==> src/rtl/tt_uart_pkg.sv <==
// Shared types and constants for the tt_uart_rx receiver.
package tt_uart_pkg;

   // Data bits per frame (8N1, or 8E1 with parity enabled).
   localparam int unsigned DATA_BITS = 8;

   // Below this the half-bit start check leaves no usable margin.
   localparam int unsigned MIN_CLKS_PER_BIT = 4;

   typedef enum logic [2:0] {
      StIdle   = 3'd0,
      StStart  = 3'd1,
      StData   = 3'd2,
      StParity = 3'd3,
      StStop   = 3'd4
   } state_e;

endpackage

==> src/rtl/tt_sync2.sv <==
// Two-flop synchronizer for a single asynchronous input bit.
module tt_sync2 #(
   parameter logic RESET_VAL = 1'b1
) (
   input  logic clk,
   input  logic rst,
   input  logic i_d,
   output logic o_q
);

   logic r_meta;
   logic r_sync;

   // Two-stage capture; the first stage may go metastable.
   always_ff @(posedge clk or posedge rst) begin
      if (rst) begin
         r_meta <= RESET_VAL;
         r_sync <= RESET_VAL;
      end else begin
         r_meta <= i_d;
         r_sync <= r_meta;
      end
   end

   assign o_q = r_sync;

endmodule

==> src/rtl/tt_uart_rx.sv <==
// UART receiver: 8N1 frames from an async pin to a one-byte valid/ready holding register.
// Optional even parity (8E1) with parity_err_o when TT_UART_RX_PARITY_EN is defined.
module tt_uart_rx
   import tt_uart_pkg::*;
#(
   parameter int unsigned CLKS_PER_BIT = 16
) (
   input  logic       clk,
   input  logic       rst,
   input  logic       rx_i,
   output logic [7:0] data_o,
   output logic       valid_o,
   input  logic       ready_i,
   output logic       busy_o,
   output logic       frame_err_o,
   output logic       overrun_o
`ifdef TT_UART_RX_PARITY_EN
   ,
   output logic       parity_err_o
`endif
);

   localparam int unsigned CNT_W = $clog2(CLKS_PER_BIT);
   localparam logic [CNT_W-1:0] HALF_LOAD = CNT_W'(CLKS_PER_BIT / 2 - 1);
   localparam logic [CNT_W-1:0] FULL_LOAD = CNT_W'(CLKS_PER_BIT - 1);
   localparam logic [2:0] LAST_IDX = 3'(DATA_BITS - 1);

   if (CLKS_PER_BIT < MIN_CLKS_PER_BIT || (CLKS_PER_BIT % 2) != 0) begin : g_bad_cfg
      $error("tt_uart_rx: CLKS_PER_BIT must be even and at least %0d", MIN_CLKS_PER_BIT);
   end

   logic                 w_rx_s;
   logic                 r_rx_prev;
   state_e               r_state;
   state_e               w_state_nxt;
   logic [CNT_W-1:0]     r_timer;
   logic [CNT_W-1:0]     w_timer_nxt;
   logic [2:0]           r_bit_idx;
   logic [2:0]           w_bit_idx_nxt;
   logic [DATA_BITS-1:0] r_shift;
   logic [DATA_BITS-1:0] w_shift_nxt;
   logic                 w_tick;
   logic                 w_deliver;
   logic                 w_frame_err;
   logic [7:0]           r_data;
   logic                 r_valid;
   logic                 r_frame_err;
   logic                 r_overrun;
`ifdef TT_UART_RX_PARITY_EN
   logic                 r_par_bad;
   logic                 w_par_bad_nxt;
   logic                 w_par_err;
   logic                 r_par_err;
`endif

   tt_sync2 #(
      .RESET_VAL (1'b1)
   ) u_sync (
      .clk (clk),
      .rst (rst),
      .i_d (rx_i),
      .o_q (w_rx_s)
   );

   // Delayed copy of the synchronized line for falling-edge detection.
   always_ff @(posedge clk or posedge rst) begin
      if (rst) begin
         r_rx_prev <= 1'b1;
      end else begin
         r_rx_prev <= w_rx_s;
      end
   end

   assign w_tick = (r_timer == '0);

   // Frame FSM next-state: bit timer, bit index, shift register and delivery decision.
   always_comb begin
      w_state_nxt   = r_state;
      w_timer_nxt   = r_timer;
      w_bit_idx_nxt = r_bit_idx;
      w_shift_nxt   = r_shift;
      w_deliver     = 1'b0;
      w_frame_err   = 1'b0;
`ifdef TT_UART_RX_PARITY_EN
      w_par_bad_nxt = r_par_bad;
      w_par_err     = 1'b0;
`endif
      if (r_state != StIdle && !w_tick) begin
         w_timer_nxt = r_timer - 1'b1;
      end
      unique case (r_state)
         StIdle: begin
            // Only a genuine 1->0 edge starts a frame; a stuck-low line never does.
            if (r_rx_prev && !w_rx_s) begin
               w_state_nxt = StStart;
               w_timer_nxt = HALF_LOAD;
            end
         end
         StStart: begin
            if (w_tick) begin
               if (w_rx_s) begin
                  w_state_nxt = StIdle;
               end else begin
                  w_state_nxt   = StData;
                  w_timer_nxt   = FULL_LOAD;
                  w_bit_idx_nxt = '0;
               end
            end
         end
         StData: begin
            if (w_tick) begin
               w_shift_nxt   = {w_rx_s, r_shift[DATA_BITS-1:1]};
               w_timer_nxt   = FULL_LOAD;
               w_bit_idx_nxt = r_bit_idx + 1'b1;
               if (r_bit_idx == LAST_IDX) begin
`ifdef TT_UART_RX_PARITY_EN
                  w_state_nxt = StParity;
`else
                  w_state_nxt = StStop;
`endif
               end
            end
         end
`ifdef TT_UART_RX_PARITY_EN
         StParity: begin
            if (w_tick) begin
               // Even parity: data bits plus parity bit must XOR to zero.
               w_par_bad_nxt = ^{r_shift, w_rx_s};
               w_timer_nxt   = FULL_LOAD;
               w_state_nxt   = StStop;
            end
         end
`endif
         StStop: begin
            if (w_tick) begin
               w_state_nxt = StIdle;
               // Framing error wins over a parity error.
               if (!w_rx_s) begin
                  w_frame_err = 1'b1;
`ifdef TT_UART_RX_PARITY_EN
               end else if (r_par_bad) begin
                  w_par_err = 1'b1;
`endif
               end else begin
                  w_deliver = 1'b1;
               end
            end
         end
         default: begin
            w_state_nxt = StIdle;
         end
      endcase
   end

   // Frame FSM state register.
   always_ff @(posedge clk or posedge rst) begin
      if (rst) begin
         r_state   <= StIdle;
         r_timer   <= '0;
         r_bit_idx <= '0;
         r_shift   <= '0;
`ifdef TT_UART_RX_PARITY_EN
         r_par_bad <= 1'b0;
`endif
      end else begin
         r_state   <= w_state_nxt;
         r_timer   <= w_timer_nxt;
         r_bit_idx <= w_bit_idx_nxt;
         r_shift   <= w_shift_nxt;
`ifdef TT_UART_RX_PARITY_EN
         r_par_bad <= w_par_bad_nxt;
`endif
      end
   end

   // Holding register, handshake and one-cycle status pulses.
   always_ff @(posedge clk or posedge rst) begin
      if (rst) begin
         r_data      <= 8'h00;
         r_valid     <= 1'b0;
         r_frame_err <= 1'b0;
         r_overrun   <= 1'b0;
`ifdef TT_UART_RX_PARITY_EN
         r_par_err   <= 1'b0;
`endif
      end else begin
         r_frame_err <= w_frame_err;
         r_overrun   <= 1'b0;
`ifdef TT_UART_RX_PARITY_EN
         r_par_err   <= w_par_err;
`endif
         if (w_deliver) begin
            // Slot is free, or is being drained in this very cycle.
            if (!r_valid || ready_i) begin
               r_data  <= r_shift;
               r_valid <= 1'b1;
            end else begin
               r_overrun <= 1'b1;
            end
         end else if (r_valid && ready_i) begin
            r_valid <= 1'b0;
         end
      end
   end

   assign data_o      = r_data;
   assign valid_o     = r_valid;
   assign busy_o      = (r_state != StIdle);
   assign frame_err_o = r_frame_err;
   assign overrun_o   = r_overrun;
`ifdef TT_UART_RX_PARITY_EN
   assign parity_err_o = r_par_err;
`endif

endmodule

==> config.mk <==
export PLATFORM = sky130hd
export DESIGN_NAME = tt_uart_rx
export DESIGN_NICKNAME = d
export VERILOG_FILES = /design/src/rtl/tt_uart_pkg.sv /design/src/rtl/tt_sync2.sv /design/src/rtl/tt_uart_rx.sv
export SDC_FILE = /design/constraint.sdc
export NUM_CORES = 1
export LEC_CHECK = 0
export BUFFER_PORTS_ARGS = -buffer_cell sky130_fd_sc_hd__buf_4
export CORE_AREA = 2 2 75 77
export DETAILED_ROUTE_END_ITERATION = 12
export DIE_AREA = 0 0 77 79
export PLACE_DENSITY_LB_ADDON = 0.25
export SLEW_MARGIN = 20
export SYNTH_ARGS = -nofsm -noshare
export SYNTH_HDL_FRONTEND = slang
export SYNTH_SLANG_ARGS = --single-unit
export TNS_END_PERCENT = 100
==> constraint.sdc <==
create_clock -name clk -period 2.09 [get_ports clk]
set_input_delay 0.3135 -clock clk [delete_from_list [all_inputs] [get_ports clk]]
set_output_delay 0.3135 -clock clk [all_outputs]
set_load 0.05 [all_outputs]
==> results of run 1 <==
stage by stage:
stage                     hold slack, ns  setup slack (ns)  instance area, um^2  util, %
after floorplan                    0.318             0.373                 1410        -
after global placement             0.348             0.291                 1600     29.9
after detailed placement           0.349             0.234                 1600     29.9
after CTS                          0.119             0.204                 1690     31.6
after global routing               0.118            0.0939                 1690     31.6
final                              0.108             0.216                 1690     31.6
synth_stat cells (all sizes together):
cell type,instances
xnor2,1
a21o,1
o211ai,4
buf,3
nor3,4
nor2b,1
nand3,3
nor3b,3
nand4,2
nand3b,1
xor2,1
nor4b,1
dfstp,3
o21ai,2
a22o,2
inv,4
mux2,8
dfrtp,29
ha,4
clkbuf,1
nor2,4
nand2b,3
a21oi,3
or3b,1
or3,2
nand2,31
final timing paths:
kind	cells after the start	to	startpoint
max	6	data_o[7]	r_timer[0]
min	3	r_shift[6]	rst
max reg2reg	6	data_o[7]	r_timer[0]
min reg2reg	0	u_sync.o_q	u_sync.r_meta
max in group asynchronous	3	u_sync.r_meta	rst
min in group clk	1	u_sync.r_meta	rx_i
logic make-up after synthesis:
group           Yosys count  synth area share, %
buf+inv                   8                 2.83
simple gates             56                 21.3
compound gates           12                 5.67
flops                    32                 57.0
mux                       8                 8.50
fa+ha+maj                 4                 3.54
xor+xnor                  2                 1.24
worst min-delay path: stages:
cell   delay (ns)
buf_4        0.11
inv_1        0.04
buf_4        0.35
area by class of cell:
| cell class | count | area [um^2] |
|---|---|---|
| clock buffer | 5 | 68.8 |
| clock inverter | 3 | 18.8 |
| fill | 569 | 3650 |
| inverter | 4 | 15.0 |
| multi-input combinational | 82 | 568 |
| sequential | 32 | 805 |
| tap | 72 | 90.1 |
| timing repair buffer | 16 | 120 |
flip-flops by register name (all words and copies together), names as in the netlist, 3 cells and up:
name       flops
r_timer        4
r_bit_idx      3
r_state        3
r_shift        8
data_o         8
power groups by stage:
stage | clock [mW] | combinational [mW] | sequential, mW
global placement | 0 | 0.328 | 0.761
floorplan | 0 | 0.277 | 0.745
CTS | 0.489 | 0.352 | 0.756
global route | 0.516 | 0.391 | 0.768
finish | 0.468 | 0.342 | 0.758
detailed placement | 0 | 0.348 | 0.765
layer usage:
layer	up-vias	wire length [um]	GRT usage, %	share of wire [%]
met4	0	47	5.18	1.9
met1	443	1140	10.8	46
met5	-	0	0	0
met2	22	1140	15.1	46
met3	5	129	3.18	5.2
li1	450	-	-	-
==> out/results.tsv, run 1 <==
metric	value	unit
first_pass_iters	4	
grt_pass1_vias	974	
yosysWarnings	0	
most-common-layout-cells	nand2_1, dfrtp_1, buf_4	
vias	920	
synth_area	0.00141	mm^2
postRouteAntennaNets	0	
cp_slowest_cell	dfrtp_1	
drc	0	
leakagePower	0.852	nW
crit_arrival	2.04	ns
ys_ff_latch	32	
max_slew_margin	74.0	%
start_util	26.5	%
cp-start-kind	register	
period_share	89.7	%
antenna_found_initial	0	
clock_skew	0.00776	ns
die_h	79	um
status	completed	
cts_hold_buf	0	
overflow	0	
max_cap_violations	0	
power_frac_clock	29.8	%
root_buffer	clkbuf_8	
period_minus_slack	1.87	ns
area_delta_synth_final	19.3	%
io_buffers	15	
worstSkewPairLatency	0.29	ns
cp_cell_sequence	inv_1 > ha_1 > nor3b_4 > nand4_2 > nand2b_4 > mux2_4	
max_stage_delay	0.38	ns
critPathBufInv	1	
fin_cells	214	
setup_tns	0	ns
r2r_slack	0.22	ns
yosys-top-cells-area	dfrtp_1, mux2_4, nand2_1	
post_cts_buffers	0	
crit_type	reg2reg	
yosys.area.top_type_share	51.4	%
ys_types	31	
grt.total_usage	9.29	%
syn_nets	130	
seq_area_frac_synth	57.0	%
drv_slew	0	
ir_worst_vdd	0.612	mV
vias_per_cell	4.30	
grt_pass1_wl	4350	um
finalWirelength	2470	um
cts_tree	built	
powerDensity	930	mW/mm^2
gp_congestion	0.849	
setup_viol	0	
finalHoldViolations	0	
timing.fmax	534	MHz
ios	16	
crit_fanout	8	
sequentialPowerShare	48.4	%
critPathCaptureType	register	
critPathRequiredTime	2.26	ns
dp.cells	206	
num-nets-final	149	
netlist_instances	122	
drt_iter0_drc	52	
n_antenna_cell	0	
placementRows	27	
combPwrFrac	21.8	%
synth_area_leader_cell	dfrtp_1	
die_w	77	um
rsz0062_at_grt	false	
cts.reportedPaths.clkPinSlew	0.07	ns
syn_area_per_cell	11.6	um^2
cts_resized	0	
drive_gt1_share	27.5	%
netSwitchingFraction	32.8	%
hold_class	in2async	
p_int	1.05	mW
die_area	0.00608	mm^2
total_power	1.57	mW
worst_pin_slew	0.390	ns
p_sw	515	uW
core-area	0.00534	mm^2
grt_max_degree	33	
max-clock-path-buffers	2	
post-dp-hpwl	1670	um
cts.sinks	32	
cts_buffers	5	
htree_num_levels	2	
critPathTopFamily	simple AND/OR/NAND/NOR gates	
wl_per_cell	11.5	um
layout_commonest_cell	nand2_1	
(Power assumes the default switching activity.)
==> inputs of run 2 (changes only) <==
--- a/config.mk
+++ b/config.mk
@@ -5,10 +5,10 @@
 export SDC_FILE = /design/constraint.sdc
 export NUM_CORES = 1
 export LEC_CHECK = 0
-export BUFFER_PORTS_ARGS = -buffer_cell sky130_fd_sc_hd__buf_4
 export CORE_AREA = 2 2 75 77
 export DETAILED_ROUTE_END_ITERATION = 12
 export DIE_AREA = 0 0 77 79
+export DONT_BUFFER_PORTS = 1
 export PLACE_DENSITY_LB_ADDON = 0.25
 export SLEW_MARGIN = 20
 export SYNTH_ARGS = -nofsm -noshare
==> constraint.sdc (replaced) <==
create_clock -name clk -period 1.9 [get_ports clk]
set_input_delay 0.285 -clock clk [delete_from_list [all_inputs] [get_ports clk]]
set_output_delay 0.285 -clock clk [all_outputs]
set_load 0.05 [all_outputs]
==> run 2 against run 1 <==
Effect of this change: final cell count is 3.3% lower; sequential power is 9.8% higher; sequential share of layout area is 0.72 points higher; non-clock buffer count shrank 7; die area did not move; via count is 0.76% lower; flip-flop and latch count is the same; total power grew 19%; fmax increased by 4.3%; first-iteration DRC count fell by 37%; combinational power grew 19%; critical endpoint is now data_o[1]; highest routed layer unchanged.
==> out/results.tsv, run 2 (synthesized netlist as in run 1, its figures left out) <==
metric	value	unit	change
status	completed		
htree_num_levels	2		unchanged
die_area	0.00608	mm^2	unchanged
placementRows	27		unchanged
setup_viol	0		unchanged
overflow	0		unchanged
powerDensity	1120	mW/mm^2	+21%
critPathRequiredTime	2.06	ns	-0.20 ns
postRouteAntennaNets	0		unchanged
grt_pass1_vias	917		-5.9%
io_buffers	0		-15
cts_buffers	5		unchanged
cp_slowest_cell	dfrtp_1		
most-common-layout-cells	nand2_1, dfrtp_1, mux2_4		
die_w	77	um	unchanged
power_frac_clock	33.5	%	+3.7 points
p_int	1.31	mW	+25%
cts.sinks	32		unchanged
cts_tree	built		
fin_ws	0.103	ns	-0.113 ns
period_share	94.6	%	+4.9 points
max_cap_violations	0		unchanged
n_antenna_cell	0		unchanged
max-clock-path-buffers	2		unchanged
crit_arrival	1.96	ns	-0.08 ns
cts.reportedPaths.clkPinSlew	0.06	ns	about the same
sequentialPowerShare	44.6	%	-3.8 points
pre_cts_slack	0.0739	ns	-0.160 ns
max_stage_delay	0.39	ns	about the same
worst_pin_slew	0.498	ns	+0.108 ns
wl_per_cell	12.2	um	+5.9%
ir_worst_vdd	0.596	mV	-2.6%
leakagePower	0.812	nW	-4.7%
netSwitchingFraction	29.5	%	-3.3 points
drc	0		unchanged
area_delta_synth_final	17.5	%	
num-nets-final	142		-4.7%
worstSkewPairLatency	0.28	ns	about the same
cp-start-kind	register		
vias_per_cell	4.41		+2.6%
p_sw	551	uW	+7.1%
gp_congestion	0.730		-14%
crit_fanout	8		unchanged
drt_iter0_drc	33		-37%
period_minus_slack	1.80	ns	-0.0775 ns
layout_commonest_cell	nand2_1		
critPathCaptureType	register		
vias	913		-0.76%
ios	16		unchanged
first_pass_iters	4		unchanged
cp_cell_sequence	inv_1 > ha_2 > nor3b_4 > nand4_2 > nand2b_4 > mux2_4		
root_buffer	clkbuf_8		
crit_type	reg2reg		
hold_class	in2reg		
post-dp-hpwl	1790	um	+7.4%
core-area	0.00534	mm^2	unchanged
finalHoldViolations	0		unchanged
antenna_found_initial	0		unchanged
grt_max_degree	33		unchanged
timing.fmax	557	MHz	+4.3%
drv_slew	0		unchanged
max_slew_margin	66.8	%	-7.2 points
grt_pass1_wl	4300	um	-1.3%
critPathTopFamily	simple AND/OR/NAND/NOR gates		
die_h	79	um	unchanged
drive_gt1_share	23.0	%	-4.5 points
fin_util	31.1	%	-0.47 points
clock_skew	0.00186	ns	-0.00589 ns
grt.total_usage	9.20	%	-0.085 points
combPwrFrac	21.9	%	about the same
finalWirelength	2530	um	+2.5%
critPathBufInv	1		unchanged
start_util	26.5	%	unchanged
==> run 2: cell count changes in the layout (fill, tap and decap cells not counted) <==
cell / previous run / this run
bufinv_16: 0 / 1
clkinv_2: 2 / 1
buf_4: 16 / 7
clkinv_4: 1 / 0
ha_1: 4 / 3
inv_2: 0 / 1
inv_1: 4 / 3
ha_2: 0 / 1
dlygate4sd3_1: 0 / 2
clkbuf_1: 0 / 1
==> run 2: per-stage QoR <==
| step | total power, mW | setup TNS [ns] | std cells | instance area (um^2) | hold slack, ns |
|---|---|---|---|---|---|
| 2_1_floorplan | 1.12 | 0 | 122 | 1410 | 0.289 |
| 3_3_place_gp | 1.20 | 0 | 195 | 1520 | 0.280 |
| 3_5_place_dp | 1.23 | 0 | 195 | 1520 | 0.287 |
| 4_1_cts | 1.88 | 0 | 205 | 1640 | 0.288 |
| 5_1_grt | 2.00 | -0.0244 | 207 | 1660 | 0.283 |
| 6_report | 1.87 | 0 | 207 | 1660 | 0.283 |
==> run 2: path summary, 6_finish.rpt <==
| path | from | end | slack (ns) | cells past startpoint |
|---|---|---|---|---|
| setup reg to reg | r_timer[1] | data_o[1] | 0.10 | 6 |
| hold / removal | ready_i | overrun_o | 0.28 | 2 |
| min in group asynchronous | rst | data_o[0] | 0.53 | 3 |
| hold reg to reg | u_sync.r_meta | u_sync.o_q | 0.36 | 0 |
| setup / recovery | r_timer[1] | data_o[1] | 0.10 | 6 |
| max in group asynchronous | rst | u_sync.r_meta | 1.04 | 3 |
==> run 2: routing by layer <==
metal	global-route usage (%)	up-vias	part of all wire (%)	wire [um]
met5	0	-	0	0
met2	14.1	19	48	1200
li1	-	436	-	-
met4	4.29	0	1.5	39
met1	11.5	452	46	1150
met3	3.52	6	5.2	132
==> run 2: power groups by stage <==
stage / Clock, mW / Combinational, mW / Sequential [mW]
2_1_floorplan: 0 / 0.305 / 0.819
3_3_place_gp: 0 / 0.361 / 0.838
3_5_place_dp: 0 / 0.385 / 0.842
4_1_cts: 0.657 / 0.393 / 0.831
5_1_grt: 0.696 / 0.458 / 0.844
6_report: 0.625 / 0.408 / 0.832
==> run 2: cell type report <==
cell class / count / area, um^2
clock buffers: 6 / 72.6
clock inverters: 2 / 35.0
fillers: 594 / 3680
inverters: 4 / 15.0
multi-input cells: 82 / 571
flip-flops and latches: 32 / 805
well taps: 72 / 90.1
repair buffers: 9 / 72.6
==> run 2: repair_timing <==
item                                    in CTS  in global routing
hold endpoints to repair                    30                  0
gates resized for setup                      0                  2
hold buffers                                 2                  0
setup buffers                                0                  2
endpoints found under the setup margin       0                 10
==> run 2: worst reg2reg max path: stages, from the launching register on <==
cell and delay [ns]:
dfrtp_1 0.39, inv_1 0.09, ha_2 0.17, nor3b_4 0.30
nand4_2 0.17, nand2b_4 0.25, mux2_4 0.32
